==> src/rtl/matmul_tile_sched_if.sv <==
// Control/config bundle between the tile scheduler and its driver.
// dbg_state mirrors the scheduler FSM state for observation.
interface matmul_tile_sched_if #(
   parameter int DATA_WIDTH = 16,
   parameter int ADDR_WIDTH = 8,
   parameter int TILE_W     = 8
);
   logic                  start;
   logic                  abort;
   logic [DATA_WIDTH-1:0] cfg_num_row;
   logic [TILE_W-1:0]     cfg_num_tiles;
   logic [ADDR_WIDTH-1:0] cfg_w_base;
   logic [ADDR_WIDTH-1:0] cfg_w_stride;
   logic [ADDR_WIDTH-1:0] cfg_in_base;
   logic [ADDR_WIDTH-1:0] cfg_in_stride;
   logic                  tile_done;
   logic                  busy;
   logic                  done;
   logic                  accum_clr;
   logic                  fifo_in_en;
   logic [31:0]           repeat_cnt;
   logic [ADDR_WIDTH-1:0] w_base_addr;
   logic                  compute_en;
   logic [DATA_WIDTH-1:0] num_row_out;
   logic [ADDR_WIDTH-1:0] in_base_addr;
   logic                  weight_fill;
   logic                  weight_change;
   logic [TILE_W-1:0]     tile_idx;
   logic [2:0]            dbg_state;

   // Strobes are one-cycle pulses; there is no backpressure on any of them.
   modport master (
      output start, abort, cfg_num_row, cfg_num_tiles, cfg_w_base, cfg_w_stride,
             cfg_in_base, cfg_in_stride, tile_done,
      input  busy, done, accum_clr, fifo_in_en, repeat_cnt, w_base_addr, compute_en,
             num_row_out, in_base_addr, weight_fill, weight_change, tile_idx, dbg_state
   );
   modport slave (
      input  start, abort, cfg_num_row, cfg_num_tiles, cfg_w_base, cfg_w_stride,
             cfg_in_base, cfg_in_stride, tile_done,
      output busy, done, accum_clr, fifo_in_en, repeat_cnt, w_base_addr, compute_en,
             num_row_out, in_base_addr, weight_fill, weight_change, tile_idx, dbg_state
   );
endinterface

==> src/rtl/matmul_tile_sched.sv <==
// Sequences clear / weight fill / compute / drain over K weight tiles.
// Define TILE_SCHED_PREFETCH_EN to overlap the next tile's fill with compute.
module matmul_tile_sched #(
   parameter int DATA_WIDTH = 16,
   parameter int ADDR_WIDTH = 8,
   parameter int SYS_ROW    = 4,
   parameter int TILE_W     = 8,
   parameter int FILL_CYC   = 2*SYS_ROW+2
) (
   input logic                clk,
   input logic                rst,
   matmul_tile_sched_if.slave bus
);
   localparam int CNT_W = $clog2(FILL_CYC+1);
   localparam logic [CNT_W-1:0] CNT_LOAD = CNT_W'(FILL_CYC);
   localparam logic [CNT_W-1:0] CNT_ONE  = CNT_W'(1);

   typedef enum logic [2:0] {
      S_IDLE, S_CLR, S_FILL, S_FWAIT, S_LAUNCH, S_RUN, S_DONE
   } state_t;

   state_t                state_q, state_d;
   logic [CNT_W-1:0]      cnt_q, cnt_d;
   logic [TILE_W-1:0]     tile_idx_q, tile_idx_d;
   logic [TILE_W-1:0]     num_tiles_q, num_tiles_d;
   logic [ADDR_WIDTH-1:0] w_base_q, w_base_d, in_base_q, in_base_d;
   logic [ADDR_WIDTH-1:0] w_stride_q, w_stride_d, in_stride_q, in_stride_d;
   logic [DATA_WIDTH-1:0] num_row_q, num_row_d;
`ifdef TILE_SCHED_PREFETCH_EN
   logic                  first_q, first_d;
   logic                  pf_q, pf_d;
`endif
   logic clr_pulse, fill_pulse, comp_pulse, wfill, wchange, done_pulse;
   logic last_tile;

   assign last_tile = (tile_idx_q + TILE_W'(1)) == num_tiles_q;

   always_ff @(posedge clk or posedge rst) begin
      if (rst) begin
         state_q     <= S_IDLE;
         cnt_q       <= '0;
         tile_idx_q  <= '0;
         num_tiles_q <= '0;
         w_base_q    <= '0;
         in_base_q   <= '0;
         w_stride_q  <= '0;
         in_stride_q <= '0;
         num_row_q   <= '0;
`ifdef TILE_SCHED_PREFETCH_EN
         first_q     <= 1'b0;
         pf_q        <= 1'b0;
`endif
      end else begin
         state_q     <= state_d;
         cnt_q       <= cnt_d;
         tile_idx_q  <= tile_idx_d;
         num_tiles_q <= num_tiles_d;
         w_base_q    <= w_base_d;
         in_base_q   <= in_base_d;
         w_stride_q  <= w_stride_d;
         in_stride_q <= in_stride_d;
         num_row_q   <= num_row_d;
`ifdef TILE_SCHED_PREFETCH_EN
         first_q     <= first_d;
         pf_q        <= pf_d;
`endif
      end
   end

   always_comb begin
      state_d     = state_q;
      cnt_d       = (cnt_q != '0) ? cnt_q - CNT_ONE : cnt_q;
      tile_idx_d  = tile_idx_q;
      num_tiles_d = num_tiles_q;
      w_base_d    = w_base_q;
      in_base_d   = in_base_q;
      w_stride_d  = w_stride_q;
      in_stride_d = in_stride_q;
      num_row_d   = num_row_q;
`ifdef TILE_SCHED_PREFETCH_EN
      first_d     = 1'b0;
      pf_d        = pf_q;
`endif
      clr_pulse   = 1'b0;
      fill_pulse  = 1'b0;
      comp_pulse  = 1'b0;
      wfill       = 1'b0;
      wchange     = 1'b0;
      done_pulse  = 1'b0;
      case (state_q)
         S_IDLE: begin
            if (bus.start) begin
               num_tiles_d = bus.cfg_num_tiles;
               w_base_d    = bus.cfg_w_base;
               w_stride_d  = bus.cfg_w_stride;
               in_base_d   = bus.cfg_in_base;
               in_stride_d = bus.cfg_in_stride;
               num_row_d   = bus.cfg_num_row;
               tile_idx_d  = '0;
`ifdef TILE_SCHED_PREFETCH_EN
               pf_d        = 1'b0;
`endif
               state_d = (bus.cfg_num_tiles == '0) ? S_DONE : S_CLR;
            end
         end
         S_CLR: begin
            clr_pulse = 1'b1;
            state_d   = S_FILL;
         end
         S_FILL: begin
            fill_pulse = 1'b1;
            cnt_d      = CNT_LOAD;
            state_d    = S_FWAIT;
         end
         S_FWAIT: begin
            if (cnt_q <= CNT_ONE) state_d = S_LAUNCH;
         end
         S_LAUNCH: begin
            comp_pulse = 1'b1;
            wfill      = (tile_idx_q == '0);
            wchange    = 1'b1;
            state_d    = S_RUN;
`ifdef TILE_SCHED_PREFETCH_EN
            first_d = 1'b1;
            // w_base_addr moves to tile k+1 so the first RUN cycle can fill it.
            if (!last_tile) begin
               pf_d     = 1'b1;
               w_base_d = w_base_q + w_stride_q;
            end
`endif
         end
         S_RUN: begin
`ifdef TILE_SCHED_PREFETCH_EN
            if (first_q && pf_q) begin
               fill_pulse = 1'b1;
               cnt_d      = CNT_LOAD;
            end
`endif
            if (bus.tile_done) begin
               if (last_tile) begin
                  state_d = S_DONE;
               end else begin
`ifdef TILE_SCHED_PREFETCH_EN
                  state_d = (!first_q && cnt_q <= CNT_ONE) ? S_LAUNCH : S_FWAIT;
`else
                  tile_idx_d = tile_idx_q + TILE_W'(1);
                  w_base_d   = w_base_q + w_stride_q;
                  in_base_d  = in_base_q + in_stride_q;
                  state_d    = S_FILL;
`endif
               end
            end
         end
         S_DONE: begin
            done_pulse = 1'b1;
            state_d    = S_IDLE;
         end
         default: state_d = S_IDLE;
      endcase
`ifdef TILE_SCHED_PREFETCH_EN
      // The prefetched tile becomes the computing tile as LAUNCH is entered.
      if (state_d == S_LAUNCH && pf_q) begin
         tile_idx_d = tile_idx_q + TILE_W'(1);
         in_base_d  = in_base_q + in_stride_q;
         pf_d       = 1'b0;
      end
`endif
      if (bus.abort) begin
         state_d    = S_IDLE;
         clr_pulse  = 1'b0;
         fill_pulse = 1'b0;
         comp_pulse = 1'b0;
         wfill      = 1'b0;
         wchange    = 1'b0;
         done_pulse = 1'b0;
`ifdef TILE_SCHED_PREFETCH_EN
         first_d    = 1'b0;
         pf_d       = 1'b0;
`endif
      end
   end

   assign bus.busy          = (state_q != S_IDLE);
   assign bus.done          = done_pulse;
   assign bus.accum_clr     = clr_pulse;
   assign bus.fifo_in_en    = fill_pulse;
   assign bus.repeat_cnt    = 32'd2;
   assign bus.w_base_addr   = w_base_q;
   assign bus.compute_en    = comp_pulse;
   assign bus.num_row_out   = num_row_q;
   assign bus.in_base_addr  = in_base_q;
   assign bus.weight_fill   = wfill;
   assign bus.weight_change = wchange;
   assign bus.tile_idx      = tile_idx_q;
   assign bus.dbg_state     = state_q;
endmodule

==> src/flat_wrapper.sv <==
// flat-port wrapper written by rule: the top's interface ports become plain ports
module matmul_tile_sched_flat 
#(
   parameter int DATA_WIDTH = 16,
   parameter int ADDR_WIDTH = 8,
   parameter int SYS_ROW    = 4,
   parameter int TILE_W     = 8,
   parameter int FILL_CYC   = 2*SYS_ROW+2
)
  (clk, rst, bus_start, bus_abort, bus_cfg_num_row, bus_cfg_num_tiles, bus_cfg_w_base, bus_cfg_w_stride, bus_cfg_in_base, bus_cfg_in_stride, bus_tile_done, bus_busy, bus_done, bus_accum_clr, bus_fifo_in_en, bus_repeat_cnt, bus_w_base_addr, bus_compute_en, bus_num_row_out, bus_in_base_addr, bus_weight_fill, bus_weight_change, bus_tile_idx, bus_dbg_state);
  matmul_tile_sched_if #(.DATA_WIDTH(DATA_WIDTH), .ADDR_WIDTH(ADDR_WIDTH), .TILE_W(TILE_W)) bus_i ();
  input logic clk;
  input logic rst;
  input wire logic [$bits(bus_i.start)-1:0] bus_start;
  input wire logic [$bits(bus_i.abort)-1:0] bus_abort;
  input wire logic [$bits(bus_i.cfg_num_row)-1:0] bus_cfg_num_row;
  input wire logic [$bits(bus_i.cfg_num_tiles)-1:0] bus_cfg_num_tiles;
  input wire logic [$bits(bus_i.cfg_w_base)-1:0] bus_cfg_w_base;
  input wire logic [$bits(bus_i.cfg_w_stride)-1:0] bus_cfg_w_stride;
  input wire logic [$bits(bus_i.cfg_in_base)-1:0] bus_cfg_in_base;
  input wire logic [$bits(bus_i.cfg_in_stride)-1:0] bus_cfg_in_stride;
  input wire logic [$bits(bus_i.tile_done)-1:0] bus_tile_done;
  output wire logic [$bits(bus_i.busy)-1:0] bus_busy;
  output wire logic [$bits(bus_i.done)-1:0] bus_done;
  output wire logic [$bits(bus_i.accum_clr)-1:0] bus_accum_clr;
  output wire logic [$bits(bus_i.fifo_in_en)-1:0] bus_fifo_in_en;
  output wire logic [$bits(bus_i.repeat_cnt)-1:0] bus_repeat_cnt;
  output wire logic [$bits(bus_i.w_base_addr)-1:0] bus_w_base_addr;
  output wire logic [$bits(bus_i.compute_en)-1:0] bus_compute_en;
  output wire logic [$bits(bus_i.num_row_out)-1:0] bus_num_row_out;
  output wire logic [$bits(bus_i.in_base_addr)-1:0] bus_in_base_addr;
  output wire logic [$bits(bus_i.weight_fill)-1:0] bus_weight_fill;
  output wire logic [$bits(bus_i.weight_change)-1:0] bus_weight_change;
  output wire logic [$bits(bus_i.tile_idx)-1:0] bus_tile_idx;
  output wire logic [$bits(bus_i.dbg_state)-1:0] bus_dbg_state;
  assign bus_i.start = bus_start;
  assign bus_i.abort = bus_abort;
  assign bus_i.cfg_num_row = bus_cfg_num_row;
  assign bus_i.cfg_num_tiles = bus_cfg_num_tiles;
  assign bus_i.cfg_w_base = bus_cfg_w_base;
  assign bus_i.cfg_w_stride = bus_cfg_w_stride;
  assign bus_i.cfg_in_base = bus_cfg_in_base;
  assign bus_i.cfg_in_stride = bus_cfg_in_stride;
  assign bus_i.tile_done = bus_tile_done;
  assign bus_busy = bus_i.busy;
  assign bus_done = bus_i.done;
  assign bus_accum_clr = bus_i.accum_clr;
  assign bus_fifo_in_en = bus_i.fifo_in_en;
  assign bus_repeat_cnt = bus_i.repeat_cnt;
  assign bus_w_base_addr = bus_i.w_base_addr;
  assign bus_compute_en = bus_i.compute_en;
  assign bus_num_row_out = bus_i.num_row_out;
  assign bus_in_base_addr = bus_i.in_base_addr;
  assign bus_weight_fill = bus_i.weight_fill;
  assign bus_weight_change = bus_i.weight_change;
  assign bus_tile_idx = bus_i.tile_idx;
  assign bus_dbg_state = bus_i.dbg_state;
  matmul_tile_sched #(.DATA_WIDTH(DATA_WIDTH), .ADDR_WIDTH(ADDR_WIDTH), .SYS_ROW(SYS_ROW), .TILE_W(TILE_W), .FILL_CYC(FILL_CYC)) u_core (.clk(clk), .rst(rst), .bus(bus_i));
endmodule
==> config.mk <==
export PLATFORM = sky130hd
export DESIGN_NAME = matmul_tile_sched_flat
export DESIGN_NICKNAME = d
export VERILOG_FILES = /design/src/rtl/matmul_tile_sched_if.sv /design/src/rtl/matmul_tile_sched.sv /design/src/flat_wrapper.sv
export SDC_FILE = /design/constraint.sdc
export NUM_CORES = 1
export LEC_CHECK = 0
export ABC_AREA = 1
export BUFFER_PORTS_ARGS = -buffer_cell sky130_fd_sc_hd__buf_2
export CAP_MARGIN = 10
export CORE_MARGIN = 3
export CORE_UTILIZATION = 53
export CTS_BUF_LIST = sky130_fd_sc_hd__clkbuf_4 sky130_fd_sc_hd__clkbuf_8
export DETAILED_ROUTE_END_ITERATION = 8
export PLACE_DENSITY = 0.83
export RECOVER_POWER = 50
export SLEW_MARGIN = 20
export SYNTH_ARGS = -nofsm -noshare
export SYNTH_HDL_FRONTEND = slang
export SYNTH_SLANG_ARGS = --single-unit
==> constraint.sdc <==
create_clock -name clk -period 2.3 [get_ports clk]
set_input_delay 0.23 -clock clk [delete_from_list [all_inputs] [get_ports clk]]
set_output_delay 0.23 -clock clk [all_outputs]
set_load 0.05 [all_outputs]
==> results of run 1 <==
## stage by stage
stage          power (mW)  cell area (sq um)  instances  hold slack [ns]
6_report             7.51               5150        750            0.106
5_1_grt              8.11               5150        750           0.0916
4_1_cts              7.59               5160        750           0.0939
3_5_place_dp         6.54               4950        733            0.347
3_3_place_gp         6.37               4950        733            0.341
2_1_floorplan        5.63               4530        562            0.381
## repair_timing
item                                    CTS  global route
hold endpoints to repair                 30             0
resized for setup                         0             4
hold buffers                              1             0
endpoints found under the setup margin    0            24
## power by group through the flow
stage               Sequential [mW]  Combinational [mW]  Clock (mW)
global route                   2.28                4.72        1.11
floorplan                      3.17                2.45           0
CTS                            2.20                4.34        1.06
global placement               2.19                4.18           0
finish                         2.21                4.28        1.03
detailed placement             2.21                4.32           0
## sequential cells by signal, indices dropped and copies added, names as in the netlist
| signal | cells |
|---|---|
| u_core.bus.in_base_addr | 8 |
| u_core.bus.num_row_out | 16 |
| u_core.bus.tile_idx | 8 |
| u_core.cnt_q | 4 |
| u_core.num_tiles_q | 8 |
| u_core.bus.w_base_addr | 8 |
| u_core.w_stride_q | 8 |
| u_core.in_stride_q | 8 |
| u_core.bus.dbg_state | 3 |
## synthesized netlist by cell type (all sizes together)
cell type and n:
nor3 5, nand2 137, xnor2 3, nand3 54, xor2 10, clkbuf 5
nand3b 3, conb 2, and2 1, nand4 7, o21ai 24, nor2 30
a31oi 6, o22ai 2, nor4 2, buf 43, fa 2, o211ai 1
inv 54, a21oi 11, a211o 1, a21o 4, a211oi 1, o21bai 2
dfrtp 71, or2 1, o31ai 1, ha 19, mux2 30
## worst max-delay path, cell delays in order, from the launching register on
cell and delay (ns):
dfrtp_2 0.44, ha_1 0.21, nand2_1 0.10, nor2_1 0.20, nand2_1 0.09, nand3_1 0.09, nand3_1 0.08, nor2_1 0.13
nand3_2 0.10, nand2_2 0.11, nand2_8 0.12, buf_6 0.18, nand3_1 0.07, nand2_1 0.06
## cell type report
cell class / count / area, sq um
well taps: 102 / 128
inverters: 54 / 203
clock inverters: 6 / 67.6
flip-flops and latches: 71 / 1780
multi-input cells: 389 / 2240
fillers: 694 / 2740
clock buffers: 10 / 138
repair buffers: 118 / 593
## how the worst max path moves through the flow
stage,startpoint,end,slack (ns),cells after the start
final,u_core.bus.tile_idx[1],u_core.bus.w_base_addr[2],0.21,13
after global routing,u_core.bus.tile_idx[0],u_core.bus.tile_idx[5],0.02,13
after CTS,u_core.bus.tile_idx[1],u_core.bus.w_base_addr[2],0.08,13
after detailed placement,u_core.bus.tile_idx[1],u_core.bus.w_base_addr[4],0.1,13
after global placement,u_core.bus.tile_idx[1],u_core.bus.tile_idx[0],0.18,13
after floorplan,u_core.bus.dbg_state[2],u_core.bus.num_row_out[0],0.01,6
## layout by cell type (no fill, tap or decap), drive strengths merged
master	n
nor4	2
a21o	4
and2	1
a31oi	6
conb	32
a21oi	11
nand3b	3
o211ai	1
o22ai	2
or2	1
a211o	1
a211oi	1
xnor2	3
o31ai	1
buf	90
fa	2
clkbuf	37
mux2	30
dlygate4sd3	1
clkinv	1
clkinvlp	2
xor2	10
nand2	137
ha	19
dfrtp	71
bufinv	1
nand4	7
nor2	30
nor3	5
nand3	54
inv	56
o21ai	24
o21bai	2
## cells by family (layout without fill, tap and decap cells)
family                     Yosys count  after routing  synth area share
AOI/OAI and AO/OA                   53             53            0.0684
DFF                                 71             71             0.403
muxes                               30             30            0.0766
buffers and inverters              102            188             0.121
xor gates and xnor gates            13             13            0.0258
other                                2             32           0.00170
and+or+nand+nor                    240            240             0.240
adders and majority gates           21             21            0.0630
## metal layers
layer / track usage / share of wire
met1: 0.270 / 0.42
met2: 0.375 / 0.48
met3: 0.0646 / 0.081
met4: 0.0745 / 0.014
met5: 0 / 0
==> flow_metrics.tcl, run 1 <==
set metrics [dict create \
    outcome "complete, no violations" \
    synth_area_leader_cell "dfrtp_1" \
    yosysWarnings 0 \
    hpwlAfterDp_um 7800 \
    ys_seq_area_frac 0.403 \
    vias 3889 \
    coreArea_sq_um 7890 \
    synth_area_leaders "dfrtp_1, nand2_1, mux2_2" \
    power_density_nw_per_um2 1460 \
    holdPathEnd "u_core.w_stride_q[4]" \
    drive_gt1_frac 0.239 \
    crit_type "reg2reg" \
    die_x_um 97.2 \
    finalSetupViolCount 0 \
    drtAntennaViolNets 0 \
    worstPathMaxFanout 17 \
    r2r-start "u_core.bus.tile_idx[1]" \
    die_y_um 97.2 \
    fmax_ghz 0.479 \
    power.share.clock 0.137 \
    layout_setup_ws_ns 0.211 \
    gp_congestion 0.913 \
    synthCells 532 \
    min_from "bus_cfg_w_stride[4]" \
    maxCapViolCount 0 \
    relSlewSlack 0.331 \
    reg2reg_slack_ns 0.21 \
    seqPwrFrac 0.294 \
    num_io_pins 143 \
    drt_iter0_markers 153 \
    holdPathStages 2 \
    firstDrtPassIters 5 \
    finalCriticalPeriod_ns 2.09 \
    internal_power_mw 3.68 \
    p_switching_mw 3.83 \
    avgSynthCellArea_sq_um 8.29 \
    hold_violations 0 \
    setup.worst_path.start_class "flip-flop" \
    place_ws_ns 0.0960 \
    grtUsageTotal 0.221 \
    floorplan.initialDensity 0.559 \
    hp-class "in2reg" \
    skew_ns 0.0126 \
    first_global_vias 3830 \
    cp.arrival_ns 2.33 \
    post-route-util 0.653 \
    rsz0062_at_grt "no" \
    grt_pass1_wl_um 17300 \
    r2r-end "u_core.bus.w_base_addr[2]" \
    required_ns 2.54 \
    drc 0 \
    peakVddDrop_mv 0.977 \
    clockBufferDepth 2 \
    viasPerCell 5.19 \
    clock-root-buffer "clkbuf_8" \
    synth_top_cell_area_share 0.403 \
    die_area_sq_um 9450 \
    grt_overflow_total 0 \
    cts_inserted_buffers 9 \
    syn-cell-area_sq_um 4410 \
    pwr-share-comb 0.569 \
    wl_per_cell_um 13.6 \
    ys_ff_latch 71 \
    clock_latency_ns 0.35 \
    synth.distinct_cells 38 \
    synthToLayoutAreaGrowth_pct 16.8 \
    drt_wl_total_um 10200 \
    clkSlewWorstSetupHoldPaths_ns 0.09 \
    antenna_found_initial 0 \
    cts.sinks 71 \
    p_sw_frac 0.510 \
    grt_max_degree 42 \
    report.final.slew_viol_count 0 \
    fp-row-count 32 \
    tns_ns 0 \
    worst_pin_slew_ns 1.00 \
    antenna_cells 0 \
    layout.nets 725 \
    cts_tree "yes" \
    h-tree-depth 3 \
    postCtsSetupRepairBufs 0 \
    portBuffers 110 \
    r2r_cells 13 \
    leakage_nw 2.72 \
    fin_crit_sh 0.908 \
    cp-end-kind "flip-flop" \
]
No activity file was read; power rests on OpenSTA's default activity.
==> run 2: changes to the inputs <==
Settings changed: ABC_AREA 1 to not set, CORE_UTILIZATION 53 to 35, PLACE_DENSITY 0.83 to 0.59.
==> flow_metrics.tcl, run 2 <==
set metrics [dict create \
    ys_ff_latch 71 \
    clkSlewWorstSetupHoldPaths_ns 0.08 \
    rsz0062_at_grt "yes" \
    first_global_vias 3829 \
    grt_pass1_wl_um 19300 \
    r2r-end "u_core.bus.in_base_addr[3]" \
    cts_tree "yes" \
    crit_path_max_incr_delay_ns 0.53 \
    hpwlAfterDp_um 8500 \
    min_from "bus_cfg_w_stride[2]" \
    setup.worst_path.start_class "flip-flop" \
    wl_per_cell_um 14.5 \
    clockBufferDepth 2 \
    die_x_um 118 \
    synth.distinct_cells 55 \
    die_area_sq_um 13800 \
    antenna_cells 0 \
    final_cell_mix "nand2_1, buf_2, dfrtp_1" \
    fp-row-count 40 \
    worst_pin_slew_ns 0.971 \
    antenna_found_initial 1 \
    r2r-start "u_core.bus.tile_idx[6]" \
    peakVddDrop_mv 0.467 \
    grt_overflow_total 0 \
    netlist_top_cells_count "nand2_1, dfrtp_1, buf_4" \
    fmax_ghz 0.428 \
    ys_seq_area_frac 0.408 \
    synthArstFlopShare 1.00 \
    maxCapViolCount 0 \
    synthToLayoutAreaGrowth_pct 27.5 \
    hp-class "in2reg" \
    portBuffers 110 \
    firstDrtPassIters 4 \
    cp_cell_sequence "xor2_2 > buf_4 > or4_4 > a211oi_4 > a21oi_4 > clkbuf_16 > mux2_4" \
    floorplan.initialDensity 0.360 \
    layout.nets 722 \
    drt_wl_total_um 11800 \
    finalSetupViolCount 10 \
    synthCells 507 \
    vias 3860 \
    cts_inserted_buffers 9 \
    cp-end-kind "flip-flop" \
    cp.arrival_ns 2.59 \
    violations "negative setup slack" \
    hold_violations 0 \
    n_fill_cell 1253 \
    synth_area_leader_cell "dfrtp_1" \
    skew_ns 0.0112 \
    post-route-util 0.459 \
    grtUsageTotal 0.174 \
    avgSynthCellArea_sq_um 8.59 \
    clock_latency_ns 0.37 \
    outcome "finished, violations left" \
    coreArea_sq_um 12100 \
    cp_slowest_cell "or4_4" \
    synth_edf_count 0 \
    placed_area_sq_um 5220 \
    reg2reg_slack_ns -0.04 \
    hold_slack_ns 0.0485 \
    die_y_um 118 \
    drt_iter0_markers 122 \
    largest_register_ffs 16 \
    leakage_nw 2.79 \
    h-tree-depth 3 \
    layout_setup_ws_ns -0.0369 \
    fin_crit_sh 1.02 \
    report.final.slew_viol_count 0 \
    viasPerCell 4.75 \
    holdPathEnd "u_core.w_stride_q[2]" \
    final_common_cell "nand2_1" \
    num_io_pins 143 \
    grt_max_degree 48 \
    gp_congestion 0.901 \
    drtAntennaViolNets 0 \
    drc 0 \
    r2r_cells 7 \
    synth_top_cell_area_share 0.408 \
    drive_gt1_frac 0.290 \
    ys.flop_type "dfrtp_1" \
    required_ns 2.56 \
    relSlewSlack 0.352 \
    fin_area_sq_um 5550 \
    holdPathStages 3 \
    finalCriticalPeriod_ns 2.34 \
    yosysWarnings 0 \
    cts.sinks 71 \
    critPathLaunch "u_core.bus.tile_idx[6]" \
    yosysMostFrequentCell "nand2_1" \
    power_density_nw_per_um2 1080 \
    worstPathMaxFanout 4 \
    syn-cell-area_sq_um 4360 \
    crit_type "reg2reg" \
    synth_area_leaders "dfrtp_1, nand2_1, buf_4" \
    clock-root-buffer "clkbuf_8" \
]
[run 2: kinds of logic after synthesis]
logic type | share of synthesized area
xor+xnor | 0.0362
simple gates | 0.229
fa+ha+maj | 0.0638
other cells | 0.00172
mux | 0.0437
flops | 0.408
buf+inv | 0.101
compound gates | 0.117
[run 2: how the worst max path moves through the flow]
stage	endpoint	slack, ns	cells after the start
finish	u_core.bus.in_base_addr[3]	-0.04	7
floorplan	bus_accum_clr	-0.55	2
detailed placement	u_core.bus.in_base_addr[1]	-0.21	8
global route	u_core.bus.w_base_addr[3]	-0.12	9
CTS	u_core.bus.in_base_addr[2]	0.002	9
global placement	u_core.bus.in_base_addr[1]	-0.16	8
[run 2: what timing repair did]
item / in CTS / in global routing
buffers inserted: 2 / 3
endpoints found under the setup margin: 18 / 24
hold buffers: 1 / 0
gates resized for setup: 4 / 11
cloned: 0 / 1
pin swaps: 2 / 0
hold endpoints to repair: 24 / 0
[run 2: report_power, final]
group	total (mW)	switching, mW	internal, mW
clock	1.08	0.523	0.558
combinational	3.03	2.00	1.03
sequential	1.91	0.285	1.63
total	6.02	2.81	3.21
[run 2: layer usage]
| layer | track usage | part of all wire | up-vias |
|---|---|---|---|
| met5 | 0 | 0.0011 | - |
| met4 | 0.0725 | 0.018 | 2 |
| met3 | 0.0380 | 0.050 | 15 |
| met2 | 0.295 | 0.50 | 99 |
| met1 | 0.216 | 0.43 | 1842 |
| li1 | - | - | 1902 |
[run 2: through the flow]
stage	setup WS (ns)	power, mW	instances	TNS [ns]
detailed placement	-0.208	4.93	790	-2.41
CTS	0.00192	6.06	809	0
finish	-0.0369	6.02	813	-0.243
global route	-0.121	6.45	813	-1.55
floorplan	-0.551	4.25	537	-2.64
global placement	-0.160	4.86	790	-1.88
[run 2: layout make-up]
cell class	count	area (sq um)	share of cell area
Multi-Input combinational cell	389	2400	0.432
Inverter	19	73.8	0.0133
Sequential cell	71	1780	0.321
Clock inverter	5	56.3	0.0101
Tap cell	168	210	0.0378
Timing Repair Buffer	150	881	0.159
Clock buffer	11	151	0.0273
[run 2: worst max-delay path: cells and delay by family, from the launching register on]
kind,cells,cell delay (ns)
flip-flops,1,0.45
XOR/XNOR,1,0.17
AND/OR/NAND/NOR,1,0.53
buffers and inverters,2,0.34
AO/OA/AOI/OAI,2,0.45
multiplexers,1,0.28
